**src/rtl/mhp_pkg.sv**
```systemverilog
// Shared MHP protocol constants, header layout and TX state encoding.
// Imported by the transmit path and the receive-side checker.
package mhp_pkg;

  localparam int unsigned MHP_HDR_LEN     = 7;
  localparam int unsigned MHP_SCS_LEN     = 2;
  localparam int unsigned ETH_MIN_PAYLOAD = 46;

  localparam int unsigned DIR_BIT  = 7;
  localparam int unsigned TYPE_MSB = 6;
  localparam int unsigned TYPE_LSB = 0;

  localparam logic [2:0] HDR_DST_HI = 3'd0;
  localparam logic [2:0] HDR_DST_LO = 3'd1;
  localparam logic [2:0] HDR_SRC_HI = 3'd2;
  localparam logic [2:0] HDR_SRC_LO = 3'd3;
  localparam logic [2:0] HDR_LEN_HI = 3'd4;
  localparam logic [2:0] HDR_LEN_LO = 3'd5;
  localparam logic [2:0] HDR_DTYPE  = 3'd6;

  localparam logic [2:0] S_IDLE = 3'd0;
  localparam logic [2:0] S_HDR  = 3'd1;
  localparam logic [2:0] S_PREQ = 3'd2;
  localparam logic [2:0] S_PCAP = 3'd3;
  localparam logic [2:0] S_PWR  = 3'd4;
  localparam logic [2:0] S_CSUM = 3'd5;
  localparam logic [2:0] S_PAD  = 3'd6;
  localparam logic [2:0] S_FIN  = 3'd7;

  typedef struct packed {
    logic [15:0] dst;
    logic [15:0] src;
    logic [7:0]  d_type;
    logic [15:0] len;
  } mhp_hdr_t;

  function automatic logic [7:0] hdr_byte(input mhp_hdr_t h, input logic [2:0] idx);
    logic [7:0] b;
    b = '0;
    case (idx)
      HDR_DST_HI: b = h.dst[15:8];
      HDR_DST_LO: b = h.dst[7:0];
      HDR_SRC_HI: b = h.src[15:8];
      HDR_SRC_LO: b = h.src[7:0];
      HDR_LEN_HI: b = h.len[15:8];
      HDR_LEN_LO: b = h.len[7:0];
      HDR_DTYPE:  b = {h.d_type[DIR_BIT], h.d_type[TYPE_MSB:TYPE_LSB]};
      default:    b = '0;
    endcase
    return b;
  endfunction

endpackage

```
**src/rtl/mhp_scs_acc.sv**
```systemverilog
// 16-bit modulo-2^16 byte-sum accumulator for the MHP SCS field.
// Clear has priority over add.
module mhp_scs_acc (
  input  logic        i_clk,
  input  logic        i_rst_n,
  input  logic        i_clr,
  input  logic        i_add,
  input  logic [7:0]  i_byte,
  output logic [15:0] o_sum
);

  always_ff @(posedge i_clk or negedge i_rst_n) begin
    if (!i_rst_n) begin
      o_sum <= '0;
    end else if (i_clr) begin
      o_sum <= '0;
    end else if (i_add) begin
      o_sum <= o_sum + {8'h00, i_byte};
    end
  end

endmodule

```
**src/rtl/mhp_tx.sv**
```systemverilog
// MHP transmit framer: header, payload, SCS trailer and zero padding,
// written one byte per accepted cycle into the Ethernet write FIFO.
module mhp_tx
  import mhp_pkg::*;
#(
  parameter int unsigned MIN_FRAME = ETH_MIN_PAYLOAD,
  parameter int unsigned MAX_LEN   = 1024
) (
  input  logic        i_clk,
  input  logic        i_rst_n,
  input  logic        i_send,
  input  logic [15:0] i_dst_addr,
  input  logic [15:0] i_src_addr,
  input  logic [7:0]  i_d_type,
  input  logic [15:0] i_len,
  input  logic        i_pready,
  output logic        o_preq,
  input  logic [7:0]  i_pdata,
  input  logic        i_wready,
  output logic        o_wvalid,
  output logic [7:0]  o_wdata,
  output logic        o_busy,
  output logic        o_done,
  output logic        o_err
);

  logic [2:0]  r_state;
  mhp_hdr_t    r_hdr;
  logic [2:0]  r_idx;
  logic [15:0] r_cnt;
  logic [15:0] r_pcnt;
  logic [7:0]  r_pbyte;
  logic        r_wvalid;
  logic [7:0]  r_wdata;
  logic        r_busy;
  logic        r_done;
  logic        r_err;

  logic [15:0] w_sum;
  logic [15:0] w_cnt_nxt;
  logic [7:0]  w_hdr_byte;
  logic [7:0]  w_scs_byte;
  logic [7:0]  w_acc_byte;
  logic        w_len_ok;
  logic        w_accept;
  logic        w_acc_add;

  assign w_len_ok   = (i_len <= 16'(MAX_LEN));
  assign w_accept   = (r_state == S_IDLE) && i_send && w_len_ok;
  assign w_hdr_byte = hdr_byte(r_hdr, r_idx);
  assign w_scs_byte = (r_idx == '0) ? w_sum[15:8] : w_sum[7:0];
  assign w_cnt_nxt  = r_cnt + 16'd1;
  // Header bytes enter the sum as they are written; payload as it is captured.
  assign w_acc_add  = ((r_state == S_HDR) && i_wready) || (r_state == S_PCAP);
  assign w_acc_byte = (r_state == S_PCAP) ? i_pdata : w_hdr_byte;

  // Combinational strobe so the FIFO pops on the same edge we move to PCAP.
  assign o_preq   = (r_state == S_PREQ) && i_pready;
  assign o_wvalid = r_wvalid;
  assign o_wdata  = r_wdata;
  assign o_busy   = r_busy;
  assign o_done   = r_done;
  assign o_err    = r_err;

  mhp_scs_acc u_scs (
    .i_clk   (i_clk),
    .i_rst_n (i_rst_n),
    .i_clr   (w_accept),
    .i_add   (w_acc_add),
    .i_byte  (w_acc_byte),
    .o_sum   (w_sum)
  );

  always_ff @(posedge i_clk or negedge i_rst_n) begin
    if (!i_rst_n) begin
      r_state  <= S_IDLE;
      r_hdr    <= '0;
      r_idx    <= '0;
      r_cnt    <= '0;
      r_pcnt   <= '0;
      r_pbyte  <= '0;
      r_wvalid <= 1'b0;
      r_wdata  <= '0;
      r_busy   <= 1'b0;
      r_done   <= 1'b0;
      r_err    <= 1'b0;
    end else begin
      r_wvalid <= 1'b0;
      r_done   <= 1'b0;
      r_err    <= 1'b0;
      case (r_state)
        S_IDLE: begin
          if (i_send) begin
            if (w_len_ok) begin
              r_hdr   <= '{dst: i_dst_addr, src: i_src_addr, d_type: i_d_type, len: i_len};
              r_pcnt  <= i_len;
              r_cnt   <= '0;
              r_idx   <= '0;
              r_busy  <= 1'b1;
              r_state <= S_HDR;
            end else begin
              r_err <= 1'b1;
            end
          end
        end
        S_HDR: begin
          if (i_wready) begin
            r_wvalid <= 1'b1;
            r_wdata  <= w_hdr_byte;
            r_cnt    <= w_cnt_nxt;
            if (r_idx == 3'(MHP_HDR_LEN - 1)) begin
              r_idx   <= '0;
              r_state <= (r_hdr.len != '0) ? S_PREQ : S_CSUM;
            end else begin
              r_idx <= r_idx + 3'd1;
            end
          end
        end
        S_PREQ: begin
          if (i_pready) r_state <= S_PCAP;
        end
        S_PCAP: begin
          r_pbyte <= i_pdata;
          r_state <= S_PWR;
        end
        S_PWR: begin
          if (i_wready) begin
            r_wvalid <= 1'b1;
            r_wdata  <= r_pbyte;
            r_cnt    <= w_cnt_nxt;
            r_pcnt   <= r_pcnt - 16'd1;
            r_state  <= (r_pcnt == 16'd1) ? S_CSUM : S_PREQ;
          end
        end
        S_CSUM: begin
          if (i_wready) begin
            r_wvalid <= 1'b1;
            r_wdata  <= w_scs_byte;
            r_cnt    <= w_cnt_nxt;
            if (r_idx == 3'(MHP_SCS_LEN - 1)) begin
              r_idx   <= '0;
              r_state <= (w_cnt_nxt < 16'(MIN_FRAME)) ? S_PAD : S_FIN;
            end else begin
              r_idx <= r_idx + 3'd1;
            end
          end
        end
        S_PAD: begin
          if (i_wready) begin
            r_wvalid <= 1'b1;
            r_wdata  <= 8'h00;
            r_cnt    <= w_cnt_nxt;
            if (w_cnt_nxt >= 16'(MIN_FRAME)) r_state <= S_FIN;
          end
        end
        S_FIN: begin
          r_done  <= 1'b1;
          r_busy  <= 1'b0;
          r_state <= S_IDLE;
        end
        default: r_state <= S_IDLE;
      endcase
    end
  end

endmodule

```
**config.mk**
```make
export PLATFORM = sky130hd
export DESIGN_NAME = mhp_tx
export DESIGN_NICKNAME = d
export VERILOG_FILES = /design/src/rtl/mhp_pkg.sv /design/src/rtl/mhp_scs_acc.sv /design/src/rtl/mhp_tx.sv
export SDC_FILE = /design/constraint.sdc
export NUM_CORES = 1
export LEC_CHECK = 0
export CAP_MARGIN = 20
export CORE_MARGIN = 2
export CORE_UTILIZATION = 52
export CTS_CLUSTER_SIZE = 40
export DETAILED_ROUTE_END_ITERATION = 8
export HOLD_SLACK_MARGIN = 0.12
export PLACE_DENSITY = 0.78
export SYNTH_ARGS = -nofsm -noshare
export SYNTH_HDL_FRONTEND = slang
export SYNTH_HIERARCHICAL = 1
export SYNTH_SLANG_ARGS = --single-unit
```
**constraint.sdc**
```tcl
create_clock -name i_clk -period 3.65 [get_ports i_clk]
set_input_delay 0.5475 -clock i_clk [delete_from_list [all_inputs] [get_ports i_clk]]
set_output_delay 0.5475 -clock i_clk [all_outputs]
set_load 0.05 [all_outputs]
```
[Yosys cells after proc, flatten, opt, wreduce, memory -nomap -nowiden]
Index checks and enable logic that the tools add are counted.
W data, S select, Z words.
Word-level totals
  logic and storage cells: 117
  RAM bits: 0
  bits in registers: 130
  latch bits: 0
  input bits: 69
  bits in read-only memories: 0
  memories: 0
  output and inout bits: 13
Cells by class
  shifts and indexed selects: 0
  mux-type cells: 48
  add/sub/neg operators: 4
  multiply operators: 0
  div/mod/pow operators: 0
  equality and inequality tests: 25
  bitwise operators: 0
  reductions and logical operators: 22
  order comparisons: 3
Operators by type and width (number)
  $mux W16: 8
  $pmux W16 S2: 2
  $pmux W8 S7: 1
  $mux W3: 18
  $mux W8: 6
  $pmux W8 S4: 1
  $pmux W3 S8: 1
  $eq A3 B3 Y1 const B: 7
  $ne A2 B2 Y1 const B: 9
  $add A16 B1 Y16 const B: 1
  $add A16 B8 Y16: 1
  $eq A16 B1 Y1 const B: 1
  $ge A16 B6 Y1 const B: 1
  $le A16 B11 Y1 const B: 1
  $lt A16 B6 Y1 const B: 1
  $reduce_bool A16 Y1: 1
  $sub A16 B1 Y16 const B: 1
  $eq A3 B2 Y1 const B: 4
  $reduce_and A10 Y1: 1
  $reduce_and A5 Y1: 2
  $mux W1: 9
  $pmux W3 S3: 1
  $reduce_and A4 Y1: 2
  $reduce_bool A2 Y1: 4
  11 further kinds: 18

[Depth between registers and ports, before layout]
Gate-level depths: netlist (run 1).
  depth in word-level cells: 6
  gate-level depth with buffers: 16
  depth with buffers taken out: 13

[Cells and area by module]
Netlist (run 1), hierarchy kept.
By module, submodules not included
  mhp_tx: instances 1, area each 6193.4 um2, cells each 725, seq. area each 2852.7 um2
  mhp_scs_acc: instances 1, area each 1181.1 um2, cells each 131, seq. area each 400.4 um2

[Worst setup path after synthesis (run 1)]
No wires, ideal clock.
  path type: register to register
  start point: reg r_idx[0]
  end point: reg u_scs.o_sum[10]
  required time: 3523 ps
  path slack: 159 ps
  arrival: 3364 ps
  path buffers: 3
  stages on the path, launching flop included: 17
  period minus slack after synthesis: 3491 ps
  setup time: 127 ps
  cell sequence: dfrtp_1 -> clkbuf_1 -> buf_1 -> and2_1 -> ha_1 -> buf_1 -> a222oi_1 -> o21ai_1 -> mux2_2 -> ha_1 -> inv_1 -> fa_1 -> nor2b_1 -> o31a_1 -> o211a_4 -> nand3_2 -> mux2_1
On the way
  word-level cells in the longest chain between the ends: 6
  elaborated cells between the ends (all ways): 12
  those cells by class: add/sub (1); eq/ne (6); mux (4); reduce/logical (1)
RTL lines
  start: declaration: RTL line mhp_tx.sv:29  | logic [2:0] r_idx;
  start signal: assignment: RTL line mhp_tx.sv:115  | r_idx <= r_idx + 3'd1;
  start signal: assignment: RTL line mhp_tx.sv:144  | r_idx <= r_idx + 3'd1;
  $eq A3 B3 Y1 (tied with other cells): RTL line mhp_pkg.sv:40  | case (idx)
  $pmux W8 S7 (*): RTL line mhp_pkg.sv:40
  $mux W8 (*): RTL line mhp_tx.sv:55  | assign w_acc_byte = (r_state == S_PCAP) ? i_pdata : w_hdr_byte;
  named net w_acc_byte[0]: RTL line mhp_tx.sv:43  | logic [7:0] w_acc_byte;
  $add A16 B8 Y16 (*): RTL line mhp_scs_acc.sv:18  | o_sum <= o_sum + {8'h00, i_byte};
  $mux W16 (*): RTL line mhp_scs_acc.sv:17  | end else if (i_add) begin
  $mux W16 (*): RTL line mhp_scs_acc.sv:15  | end else if (i_clr) begin
  end signal: assignment: RTL line mhp_scs_acc.sv:18
  end: declaration: RTL line mhp_scs_acc.sv:9  | output logic [15:0] o_sum
The timed path passes the listed nets; every way through them passes the cells marked *. The select of a mux whose other input is x is not followed.
A chain may end at the register's enable or synchronous reset.

[Final worst setup path (run 1)]
  start point: reg r_idx[2]
  end point: reg u_scs.o_sum[10]
Same word-level chain as after synthesis.

==> results of run 1 <==
==> report_power, final <==
group / total (mW) / internal (mW) / switching [mW]
registers: 2.12 / 1.76 / 0.361
clock network: 1.68 / 1.05 / 0.630
logic: 2.46 / 1.02 / 1.45
==> Yosys cell counts (all sizes together) (2+ instances only) <==
cell,count
nand2,198
o21ai,63
a22o,6
mux2i,12
buf,15
and4,3
a21oi,52
nor3,19
o22a,2
or2,2
a32oi,3
mux4,4
a211oi,10
a21o,6
nor2b,8
dfrtp,130
o211ai,8
o22ai,3
a31oi,9
nor2,69
or3,4
clkbuf,35
nand2b,7
or4,5
o31a,2
and3,6
o31ai,5
nand4,11
xnor2,4
nand3,28
nor3b,3
o21a,7
and2,6
mux2,32
nor4,12
a222oi,2
ha,13
xor2,2
nand3b,2
a22oi,9
inv,20
==> cells by family (layout without fill, tap and decap cells) <==
group,Yosys count,count (layout),synth area share [%]
adders and majority gates,14,14,2.48
xor gates and xnor gates,6,6,0.713
and+or+nand+nor,386,386,24.1
DFF,130,130,44.1
muxes,48,48,7.74
AOI/OAI and AO/OA,201,201,17.0
buffers and inverters,71,153,3.90
==> per-stage QoR <==
stage                     instance area, um^2  power (mW)
final                                    8940        6.27
after global routing                     8940        6.67
after CTS                                8940        6.25
after detailed placement                 8360        4.56
after global placement                   8360        4.50
after floorplan                          7370        3.85
==> area by class of cell <==
class,instances,area [um^2]
fill,1190,4940
inverter,21,78.8
clock inverter,8,104
timing repair buffer,101,958
multi-input combinational,655,3840
tap,180,225
sequential,130,3250
clock buffer,23,478
==> final timing paths <==
| check | startpoint | end | slack (ns) | cells past startpoint |
|---|---|---|---|---|
| setup / recovery | r_idx[2]$_DFFE_PN0P_ | u_scs/o_sum[10]$_DFFE_PN0P_ | 0.25 | 13 |
| max in group asynchronous | i_rst_n | r_hdr[41]$_DFFE_PN0P_ | 2.49 | 2 |
| hold reg to reg | r_hdr[35]$_DFFE_PN0P_ | r_hdr[35]$_DFFE_PN0P_ | 0.48 | 2 |
| min in group i_clk | r_hdr[35]$_DFFE_PN0P_ | r_hdr[35]$_DFFE_PN0P_ | 0.48 | 2 |
| hold / removal | i_rst_n | r_pcnt[9]$_DFFE_PN0P_ | 0.25 | 1 |
| setup reg to reg | r_idx[2]$_DFFE_PN0P_ | u_scs/o_sum[10]$_DFFE_PN0P_ | 0.25 | 13 |
==> metal layers <==
layer / track usage (%) / wire, um
met3: 5.03 / 1240
met1: 38.8 / 8660
met4: 10.6 / 470
met2: 42.5 / 8760
met5: 0 / 0
==> state kept, by name (all words and copies together), names as in the netlist <==
register	flops
r_pbyte	8
u_scs/o_sum	16
o_err	1
o_wdata	8
r_pcnt	16
r_cnt	16
r_hdr	56
o_done	1
r_state	3
r_idx	3
o_busy	1
o_wvalid	1
==> timing repair <==
action	in CTS	in global routing
buffers inserted	0	0
gates resized for setup	0	2
endpoints found under the setup margin	0	3
==> flow_metrics.py, run 1 <==
metrics = {
    "floorplanning": {
        "dieArea_um2": 15100,
        "ioPinCount": 82,
        "row_count": 43,
        "die_w_um": 123,
        "core_area_um2": 13900,
        "fp.dieH_um": 123,
        "start_util_pct": 53.1,
    },
    "timing": {
        "max_freq_mhz": 294,
        "min_period_ns": 3.40,
        "tightestPinTransition_ns": 0.988,
        "max_slew_margin_pct": 33.9,
        "setup_viol": 0,
        "final_max_slew_viol_count": 0,
        "hold_slack_ns": 0.251,
        "fin_skew_ns": 0.00674,
        "fin_ws_ns": 0.253,
        "rsz0062_at_grt": "false",
        "final-hold-violation-count": 0,
        "fin_setup_tns_ns": 0,
        "finalCritPeriodShare_pct": 93.1,
    },
    "layout": {
        "area_growth_pct": 21.2,
        "fin_util_pct": 64.4,
        "layout_common_cells": "198 x nand2_1, 129 x dfrtp_1, 80 x clkdlybuf4s50_1",
        "final_common_cell": "nand2_1",
        "drive_above_1_share_pct": 10.9,
        "nets": 1009,
        "antenna_cells": 0,
        "finalNonFillerCells": 1118,
    },
    "clock_network": {
        "htree_levels": 4,
        "numCtsBuffers": 17,
        "cts_root_buffer": "clkbuf_16",
        "cts_buffer_depth": 2,
        "clkTransAtPathRegs_ns": 0.06,
        "cts_hold_buf": 0,
        "cts_tree": "yes",
        "clock-sinks": 130,
        "clock_latency_ns": 0.43,
    },
    "setup_path": {
        "crit_path_end_kind": "register",
        "path_cells": "inv_1 -> ha_1 -> a222oi_1 -> o21ai_1 -> mux2_2 -> ha_1 -> inv_1 -> fa_1 -> nor2b_1 -> o31a_1 -> o211a_4 -> nand3_2 -> mux2_1",
        "cp_slowest_cell": "dfrtp_2",
        "crit_family": "compound AO/OA/AOI/OAI gates",
        "cp.required_ns": 3.96,
        "path_class": "reg -> reg",
        "crit_buf_inv": 2,
        "setup.worst_path.start_class": "register",
        "cp_max_fo": 11,
        "cpPeakStageDelay_ns": 0.50,
        "worstPathArrival_ns": 3.70,
    },
    "yosys": {
        "synth_edf_count": 0,
        "ys_ff_latch": 130,
        "synth_area_leaders": "dfrtp_1 44%, nand2_1 10%, mux2_2 4.6%, a21oi_1 3.5%, nor2_1 3.5%",
        "ys.flop_type": "dfrtp_1",
        "ys_types": 73,
        "ys_seq_area_share_pct": 44.1,
        "synth_top_area_cell": "dfrtp_1",
        "postSynthCellCount": 856,
        "ys_warn_count": 6,
        "syn-num-nets": 939,
        "synth_top_area_share_pct": 44.1,
        "async_reset_ff_share_pct": 100,
        "avgSynthCellArea_um2": 8.62,
        "netlist_area_um2": 7370,
    },
    "routing": {
        "first_pass_iters": 5,
        "drc": 0,
        "avgViaCountPerCell": 5.95,
        "vias": 6651,
        "ant_nets": 0,
        "wl_per_cell_um": 17.1,
        "finalWirelength_um": 19100,
        "initialDrtViolationCount": 666,
    },
    "global_routing": {
        "track_usage_pct": 27.5,
        "grt_overflow": 0,
        "grt_pass1_wl_um": 32100,
        "grt_max_degree": 71,
        "grt_pass1_vias": 6250,
        "antenna_found_initial": 0,
    },
    "power": {
        "peakVddDrop_v": 0.000411,
        "cellPowerDensity_nw_per_um2": 701,
        "leakage_nw": 4.06,
    },
    "min_path": {
        "hp-class": "in -> async",
    },
    "placed_design": {
        "port_buffers": 81,
        "gp_congestion": 0.883,
        "dp_cells": 1087,
        "dp_hpwl_um": 13600,
        "pre_cts_ws_ns": 0.180,
    },
    "run_status": {
        "status": "complete, no violations",
    },
    "job": {
        "maxCapViolCount": 0,
    },
}
(Power assumes the default switching activity.)
==> run 2: changes to the inputs <==
- SKIP_LAST_GASP: unset -> 1
==> results of run 2 <==
Final layout, timing and power as in run 1 (identical DEF).
